$ cat src/rtl/eq_biquad_sequencer_if.sv
// Sequencer bus: sample handshake, band-0 history, band starts, output handshake and coefficient config.
// Defining EQ_SEQ_BYPASS_EN adds the bypass request signal.
interface eq_biquad_sequencer_if #(
  parameter int N_BANDS = 4
);
  localparam int AW = $clog2(N_BANDS) + 3;

  logic                   in_valid;
  logic                   in_ready;
  logic [31:0]            in_data;
  logic [31:0]            x0;
  logic [31:0]            x1;
  logic [31:0]            x2;
  logic [N_BANDS-1:0]     start;
  logic [31:0]            last_y0;
  logic                   out_valid;
  logic                   out_ready;
  logic [31:0]            out_data;
  logic                   cfg_we;
  logic [AW-1:0]          cfg_addr;
  logic [31:0]            cfg_data;
  logic                   cfg_commit;
  logic [N_BANDS*160-1:0] coef;
`ifdef EQ_SEQ_BYPASS_EN
  logic                   bypass;
`endif

  modport slave (
    input  in_valid, in_data, last_y0, out_ready, cfg_we, cfg_addr, cfg_data, cfg_commit,
`ifdef EQ_SEQ_BYPASS_EN
    input  bypass,
`endif
    output in_ready, x0, x1, x2, start, out_valid, out_data, coef
  );

  modport master (
    output in_valid, in_data, last_y0, out_ready, cfg_we, cfg_addr, cfg_data, cfg_commit,
`ifdef EQ_SEQ_BYPASS_EN
    output bypass,
`endif
    input  in_ready, x0, x1, x2, start, out_valid, out_data, coef
  );
endinterface

$ cat src/rtl/eq_biquad_sequencer.sv
// Sequences a cascade of biquad stages per sample and owns the double-buffered coefficient banks.
// Defining EQ_SEQ_BYPASS_EN lets an accept with bypass set skip the cascade entirely.
module eq_biquad_sequencer #(
  parameter int N_BANDS    = 4,
  parameter int SETTLE_CYC = 12
) (
  input  logic                 i_clk,
  input  logic                 i_rst,
  eq_biquad_sequencer_if.slave bus
);
  localparam int BW     = (N_BANDS > 1) ? $clog2(N_BANDS) : 1;
  localparam int CW     = (SETTLE_CYC > 1) ? $clog2(SETTLE_CYC) : 1;
  localparam int BANK_W = 160;
  localparam int COEF_W = 32;
  localparam logic [159:0]       PASS_BAND = {128'h0, 32'h3F80_0000};
  localparam logic [CW-1:0]      CNT_LOAD  = CW'(SETTLE_CYC - 1);
  localparam logic [BW-1:0]      BAND_LAST = BW'(N_BANDS - 1);
  localparam logic [N_BANDS-1:0] START_ONE = N_BANDS'(1'b1);

  typedef enum logic [2:0] {IDLE, SETTLE, FIRE, CAPTURE, OUT} state_t;

  state_t                 state_r;
  logic [BW-1:0]          band_r;
  logic [CW-1:0]          cnt_r;
  logic [31:0]            x0_r;
  logic [31:0]            x1_r;
  logic [31:0]            x2_r;
  logic [31:0]            out_data_r;
  logic                   out_valid_r;
  logic                   in_ready_r;
  logic                   pending_r;
  logic [N_BANDS-1:0]     start_r;
  logic [N_BANDS*160-1:0] shadow_r;
  logic [N_BANDS*160-1:0] active_r;
  logic                   accept_s;
  logic                   copy_s;
  logic                   bypass_s;
  logic                   wr_ok_s;
  logic [31:0]            wr_band_s;
  logic [2:0]             wr_idx_s;

`ifdef EQ_SEQ_BYPASS_EN
  assign bypass_s = bus.bypass;
`else
  assign bypass_s = 1'b0;
`endif

  // Accept and bank-copy qualifiers; both are only honoured while idle.
  always_comb begin
    accept_s = (state_r == IDLE) && bus.in_valid;
    copy_s   = (state_r == IDLE) && (pending_r || bus.cfg_commit);
  end

  // Decode the shadow write address, dropping out-of-range bands and indices.
  always_comb begin
    wr_band_s = 32'(bus.cfg_addr) >> 3'd3;
    wr_idx_s  = bus.cfg_addr[2:0];
    if (bus.cfg_we && (wr_idx_s <= 3'd4) && (wr_band_s < 32'(N_BANDS))) begin
      wr_ok_s = 1'b1;
    end else begin
      wr_ok_s = 1'b0;
    end
  end

  // Sample sequencing FSM with registered handshake, history, start pulses and output.
  always_ff @(posedge i_clk or posedge i_rst) begin
    if (i_rst) begin
      state_r     <= IDLE;
      band_r      <= '0;
      cnt_r       <= '0;
      x0_r        <= '0;
      x1_r        <= '0;
      x2_r        <= '0;
      out_data_r  <= '0;
      out_valid_r <= 1'b0;
      in_ready_r  <= 1'b1;
      start_r     <= '0;
    end else begin
      case (state_r)
        IDLE: begin
          if (accept_s && bypass_s) begin
            out_data_r  <= bus.in_data;
            out_valid_r <= 1'b1;
            in_ready_r  <= 1'b0;
            state_r     <= OUT;
          end else if (accept_s) begin
            x2_r       <= x1_r;
            x1_r       <= x0_r;
            x0_r       <= bus.in_data;
            band_r     <= '0;
            cnt_r      <= CNT_LOAD;
            in_ready_r <= 1'b0;
            state_r    <= SETTLE;
          end
        end
        SETTLE: begin
          if (cnt_r == '0) begin
            start_r <= START_ONE << band_r;
            state_r <= FIRE;
          end else begin
            cnt_r <= cnt_r - 1'b1;
          end
        end
        FIRE: begin
          start_r <= '0;
          if (band_r == BAND_LAST) begin
            state_r <= CAPTURE;
          end else begin
            band_r  <= band_r + 1'b1;
            cnt_r   <= CNT_LOAD;
            state_r <= SETTLE;
          end
        end
        CAPTURE: begin
          out_data_r  <= bus.last_y0;
          out_valid_r <= 1'b1;
          state_r     <= OUT;
        end
        OUT: begin
          if (bus.out_ready) begin
            out_valid_r <= 1'b0;
            in_ready_r  <= 1'b1;
            state_r     <= IDLE;
          end
        end
        default: begin
          state_r     <= IDLE;
          start_r     <= '0;
          out_valid_r <= 1'b0;
          in_ready_r  <= 1'b1;
        end
      endcase
    end
  end

  // Coefficient banks: the copy reads the shadow before a same-edge write lands in it.
  always_ff @(posedge i_clk or posedge i_rst) begin
    if (i_rst) begin
      shadow_r  <= {N_BANDS{PASS_BAND}};
      active_r  <= {N_BANDS{PASS_BAND}};
      pending_r <= 1'b0;
    end else begin
      if (copy_s) begin
        active_r <= shadow_r;
      end
      if (wr_ok_s) begin
        shadow_r[int'(wr_band_s)*BANK_W + int'(wr_idx_s)*COEF_W +: COEF_W] <= bus.cfg_data;
      end
      pending_r <= (pending_r || bus.cfg_commit) && !copy_s;
    end
  end

  assign bus.in_ready  = in_ready_r;
  assign bus.x0        = x0_r;
  assign bus.x1        = x1_r;
  assign bus.x2        = x2_r;
  assign bus.start     = start_r;
  assign bus.out_valid = out_valid_r;
  assign bus.out_data  = out_data_r;
  assign bus.coef      = active_r;
endmodule

$ cat src/flat_wrapper.sv
// flat-port wrapper written by rule: the top's interface ports become plain ports
module eq_biquad_sequencer_flat 
#(
  parameter int N_BANDS    = 4,
  parameter int SETTLE_CYC = 12
)
  (i_clk, i_rst, bus_in_valid, bus_in_data, bus_last_y0, bus_out_ready, bus_cfg_we, bus_cfg_addr, bus_cfg_data, bus_cfg_commit, bus_in_ready, bus_x0, bus_x1, bus_x2, bus_start, bus_out_valid, bus_out_data, bus_coef);
  eq_biquad_sequencer_if #(.N_BANDS(N_BANDS)) bus_i ();
  input  logic i_clk;
  input  logic i_rst;
  input wire logic [$bits(bus_i.in_valid)-1:0] bus_in_valid;
  input wire logic [$bits(bus_i.in_data)-1:0] bus_in_data;
  input wire logic [$bits(bus_i.last_y0)-1:0] bus_last_y0;
  input wire logic [$bits(bus_i.out_ready)-1:0] bus_out_ready;
  input wire logic [$bits(bus_i.cfg_we)-1:0] bus_cfg_we;
  input wire logic [$bits(bus_i.cfg_addr)-1:0] bus_cfg_addr;
  input wire logic [$bits(bus_i.cfg_data)-1:0] bus_cfg_data;
  input wire logic [$bits(bus_i.cfg_commit)-1:0] bus_cfg_commit;
  output wire logic [$bits(bus_i.in_ready)-1:0] bus_in_ready;
  output wire logic [$bits(bus_i.x0)-1:0] bus_x0;
  output wire logic [$bits(bus_i.x1)-1:0] bus_x1;
  output wire logic [$bits(bus_i.x2)-1:0] bus_x2;
  output wire logic [$bits(bus_i.start)-1:0] bus_start;
  output wire logic [$bits(bus_i.out_valid)-1:0] bus_out_valid;
  output wire logic [$bits(bus_i.out_data)-1:0] bus_out_data;
  output wire logic [$bits(bus_i.coef)-1:0] bus_coef;
  assign bus_i.in_valid = bus_in_valid;
  assign bus_i.in_data = bus_in_data;
  assign bus_i.last_y0 = bus_last_y0;
  assign bus_i.out_ready = bus_out_ready;
  assign bus_i.cfg_we = bus_cfg_we;
  assign bus_i.cfg_addr = bus_cfg_addr;
  assign bus_i.cfg_data = bus_cfg_data;
  assign bus_i.cfg_commit = bus_cfg_commit;
  assign bus_in_ready = bus_i.in_ready;
  assign bus_x0 = bus_i.x0;
  assign bus_x1 = bus_i.x1;
  assign bus_x2 = bus_i.x2;
  assign bus_start = bus_i.start;
  assign bus_out_valid = bus_i.out_valid;
  assign bus_out_data = bus_i.out_data;
  assign bus_coef = bus_i.coef;
  eq_biquad_sequencer #(.N_BANDS(N_BANDS), .SETTLE_CYC(SETTLE_CYC)) u_core (.i_clk(i_clk), .i_rst(i_rst), .bus(bus_i));
endmodule
$ cat config.mk
export PLATFORM = sky130hd
export DESIGN_NAME = eq_biquad_sequencer_flat
export DESIGN_NICKNAME = d
export VERILOG_FILES = /design/src/rtl/eq_biquad_sequencer_if.sv /design/src/rtl/eq_biquad_sequencer.sv /design/src/flat_wrapper.sv
export SDC_FILE = /design/constraint.sdc
export NUM_CORES = 2
export LEC_CHECK = 0
export BUFFER_PORTS_ARGS = -buffer_cell sky130_fd_sc_hd__buf_2
export CAP_MARGIN = 15
export CORE_MARGIN = 10
export CORE_UTILIZATION = 40
export DETAILED_ROUTE_END_ITERATION = 12
export RECOVER_POWER = 50
export SLEW_MARGIN = 20
export SYNTH_ARGS = -nofsm -noshare
export SYNTH_HDL_FRONTEND = slang
export SYNTH_SLANG_ARGS = --single-unit
$ cat constraint.sdc
create_clock -name i_clk -period 52.5 [get_ports i_clk]
set_input_delay 7.875 -clock i_clk [delete_from_list [all_inputs] [get_ports i_clk]]
set_output_delay 7.875 -clock i_clk [all_outputs]
set_load 0.03 [all_outputs]
==> flow_summary.yaml <==
status:
  status: "finished, violations left"
  failed_checks: "max-capacitance violations, max-slew violations"
route:
  met1Wirelength_um: 78650
  wl_met3_um: 16340
  wl_per_cell_um: 27.83
  post-route-drc-count: 0
  routed-via-count: 36220
  totalWireLength_um: 189800
  iter_0_drt_violations: 2612
  vias_per_cell: 5.310
  final_antenna_net_count: 0
  drt_first_pass_iters: 7
  highest_metal_layer_used_by_the_detailed_router: "met5"
  routed-wl-met2_um: 88120
power:
  sw_frac_of_total: 0.3745
  share_seq_of_total_power: 0.401
  static-leakage-power_nw: 32.00
  max-vdd-ir-drop_mv: 0.04687
  power.switching_mw: 1.465
  total_power_mw: 3.914
  power.density_mw_per_mm2: 58.29
  pwr-share-comb: 0.313
  internal-power_mw: 2.448
  pwr-share-clk: 0.286
layout:
  final_nets: 4908
  footprint_of_the_multi_input_gates_sq_mm: 0.01963
  post-route-cell-area_sq_mm: 0.06714
  layout_common_cells: "sky130_fd_sc_hd__dfrtp_1, sky130_fd_sc_hd__mux2_2, sky130_fd_sc_hd__clkbuf_1, sky130_fd_sc_hd__nor3_1, sky130_fd_sc_hd__nand2_1"
  area.growth.synth_to_final_pct: 18.32
  register_area_sq_mm: 0.03571
  layout.cells.most_common: "sky130_fd_sc_hd__dfrtp_1"
  final_layout_size_suffix_gt1_frac: 0.3450
  filler_cell_count: 13040
logic_synthesis:
  combinational_family_with_the_most_area_after_synthesis: "multiplexers"
  seq_total_area_yosys: 0.6292
  synth_simple_gate_area_frac: 0.05739
  ys_types: 60
  synth_compound_area_frac: 0.02240
  synthMuxAreaShare: 0.2589
  synth-async-reset-ratio: 1.000
  post_synth_inst_count: 3976
  syn-cell-area_sq_mm: 0.05675
  synthesis.nets: 4095
  synth_enable_flop_cells: 0
  ys_ff_latch: 1424
  most_instantiated_flip_flop_cell_in_the_synthesis_netlist: "sky130_fd_sc_hd__dfrtp_1"
  yosys_warnings: 0
  post_synth_fa_ha_maj_area_fraction: 0.002778
  synth_xor_xnor_area_share: 0.002359
  postSynthAreaPerCell_sq_um: 14.27
global_routing:
  grt_pass1_vias: 37320
  antenna_found_initial: 34
  pin_count_of_the_biggest_net_entering_global_routing: 200
  grt_pass1_wl_um: 272300
  grtUsageTotal: 0.2346
  gr-total-overflow: 0
die:
  fp.coreArea_sq_mm: 0.1412
  fp.dieH_um: 396.7
  floorplan.io_pins: 881
  die_w_um: 396.7
  die_area_sq_mm: 0.1573
  initial_core_utilization: 0.4018
  rows: 138
cts:
  hold_buffers: 0
  clk-insertion-delay-late_ns: 0.77
  ctsLongestPathBuffers: 3
  tritoncts.num_buffers: 155
  tritoncts: "done"
  path_clk_slew_ns: 0.06
  clock-sinks: 1424
  resized_gates_after_cts: 0
  cts_setup_buffers: 0
  ctsRootBufferMaster: "sky130_fd_sc_hd__clkbuf_16"
  htree_levels: 4
place:
  place_congestion: 0.8050
  detailedPlacementHpwl_um: 125900
  preCtsSetupSlack_ns: 39.80
  place_area_sq_mm: 0.06291
  placement.io_buffers: 880
sta:
  slew_headroom: -5.576
  timing.fmax_mhz: 39.14
  period_needed_ns: 25.55
  tightest_slew_ns: 9.864
  timing.final.hold_violations: 0
  grt_setup_unrepaired: "no"
  skew_ns: 0.03877
  tns_ns: 0
  final-max-slew-violation-count: 1326
  timing.final.setup_violations: 0
  final_critical_path_setup_slack_ns: 26.95
  period_share: 0.4866
setup_path:
  timing_worst_setup_path_type: "input pin to asynchronous set/reset pin"
  worstPathRequired_ns: 51.11
  crit_arrival_ns: 24.16
  worstSetupEndpointType: "asynchronous set/reset pin"
  critical_path.max_fanout: 180
  worst_r2r_startpoint: "u_core.state_r[0]"
  worstSetupStartpoint: "i_rst"
  cp-start-kind: "input pin"
hold_path:
  min-delay-path-class: "register to register"
  timing.hold.worst.start: "u_core.shadow_r[26]"
run:
  max_cap_violations: 10
routing by layer:
| metal | track usage | vias to the layer above |
|---|---|---|
| li1 | - | 15600 |
| met1 | 0.3008 | 19080 |
| met2 | 0.3709 | 1236 |
| met3 | 0.07836 | 295 |
| met4 | 0.08067 | 16 |
| met5 | 0 | - |
cell families (layout without fill, tap and decap cells):
kind of cell / count (synthesis) / count (layout)
flip-flops: 1424 / 1424
AO/OA/AOI/OAI: 214 / 214
buffers and inverters: 345 / 1285
AND/OR/NAND/NOR: 663 / 663
XOR/XNOR: 8 / 8
multiplexers: 1310 / 1310
other: 0 / 15
adder cells (fa/ha/maj): 12 / 12
worst paths after layout:
| check | endpoint | slack [ns] | depth (start not counted) |
|---|---|---|---|
| max | u_core.bus.coef[395] | 26.95 | 4 |
| min | u_core.shadow_r[26] | 0.47 | 2 |
| max reg2reg | u_core.bus.coef[373] | 36.43 | 6 |
| min reg2reg | u_core.shadow_r[26] | 0.47 | 2 |
| max in group i_clk | u_core.bus.coef[373] | 30.16 | 7 |
| min in group asynchronous | u_core.shadow_r[632] | 9.15 | 2 |
sequential cells by signal, indices dropped and copies added (netlist names):
| register | count |
|---|---|
| u_core.bus.x2 | 32 |
| u_core.bus.in_ready | 1 |
| u_core.bus.x1 | 32 |
| u_core.bus.out_valid | 1 |
| u_core.bus.start | 4 |
| u_core.pending_r | 1 |
| u_core.bus.coef | 640 |
| u_core.cnt_r | 4 |
| u_core.band_r | 2 |
| u_core.state_r | 3 |
| u_core.bus.out_data | 32 |
| u_core.shadow_r | 640 |
| u_core.bus.x0 | 32 |
power groups by stage:
stage	registers, mW	logic (mW)	clock network, mW
4_1_cts	1.56	1.26	1.14
6_report	1.57	1.23	1.12
3_5_place_dp	1.58	1.25	0
5_1_grt	1.60	1.30	1.19
3_3_place_gp	1.57	1.24	0
2_1_floorplan	1.88	0.485	0
critical path: stages:
cell                         delay (ns)
sky130_fd_sc_hd__buf_2             0.11
sky130_fd_sc_hd__clkinvlp_2        3.57
sky130_fd_sc_hd__clkbuf_1          5.53
sky130_fd_sc_hd__clkbuf_1          6.82
synth_stat cells (all sizes together) (46+ instances only):
cell type	instances	area [sq um]
dfrtp	1367	34210
mux2	1264	14230
nor3	212	1071
nand2	184	690.7
clkbuf	156	585.6
buf	130	719.4
o21ai	129	645.6
nor2	105	411.7
inv	59	221.5
dfstp	57	1498
and2	56	350.3
a21o	47	352.8
mux2i	46	460.4
through the flow:
stage / util / instances / hold slack [ns]
global route: 0.4751 / 6807 / 0.4761
finish: 0.4754 / 6821 / 0.4664
floorplan: - / 3976 / 0.4420
detailed placement: 0.4454 / 6521 / 0.4541
global placement: 0.4454 / 6521 / 0.4490
CTS: 0.4827 / 6805 / 0.4635
cell type report:
class / instances / area share
sequential: 1424 / 0.5318
clock buffer: 243 / 0.06994
tap: 1890 / 0.03522
timing repair buffer: 942 / 0.05822
multi-input combinational: 2207 / 0.2924
inverter: 59 / 0.003317
clock inverter: 41 / 0.008498
antenna: 15 / 0.0005591
(Power assumes the default switching activity.)
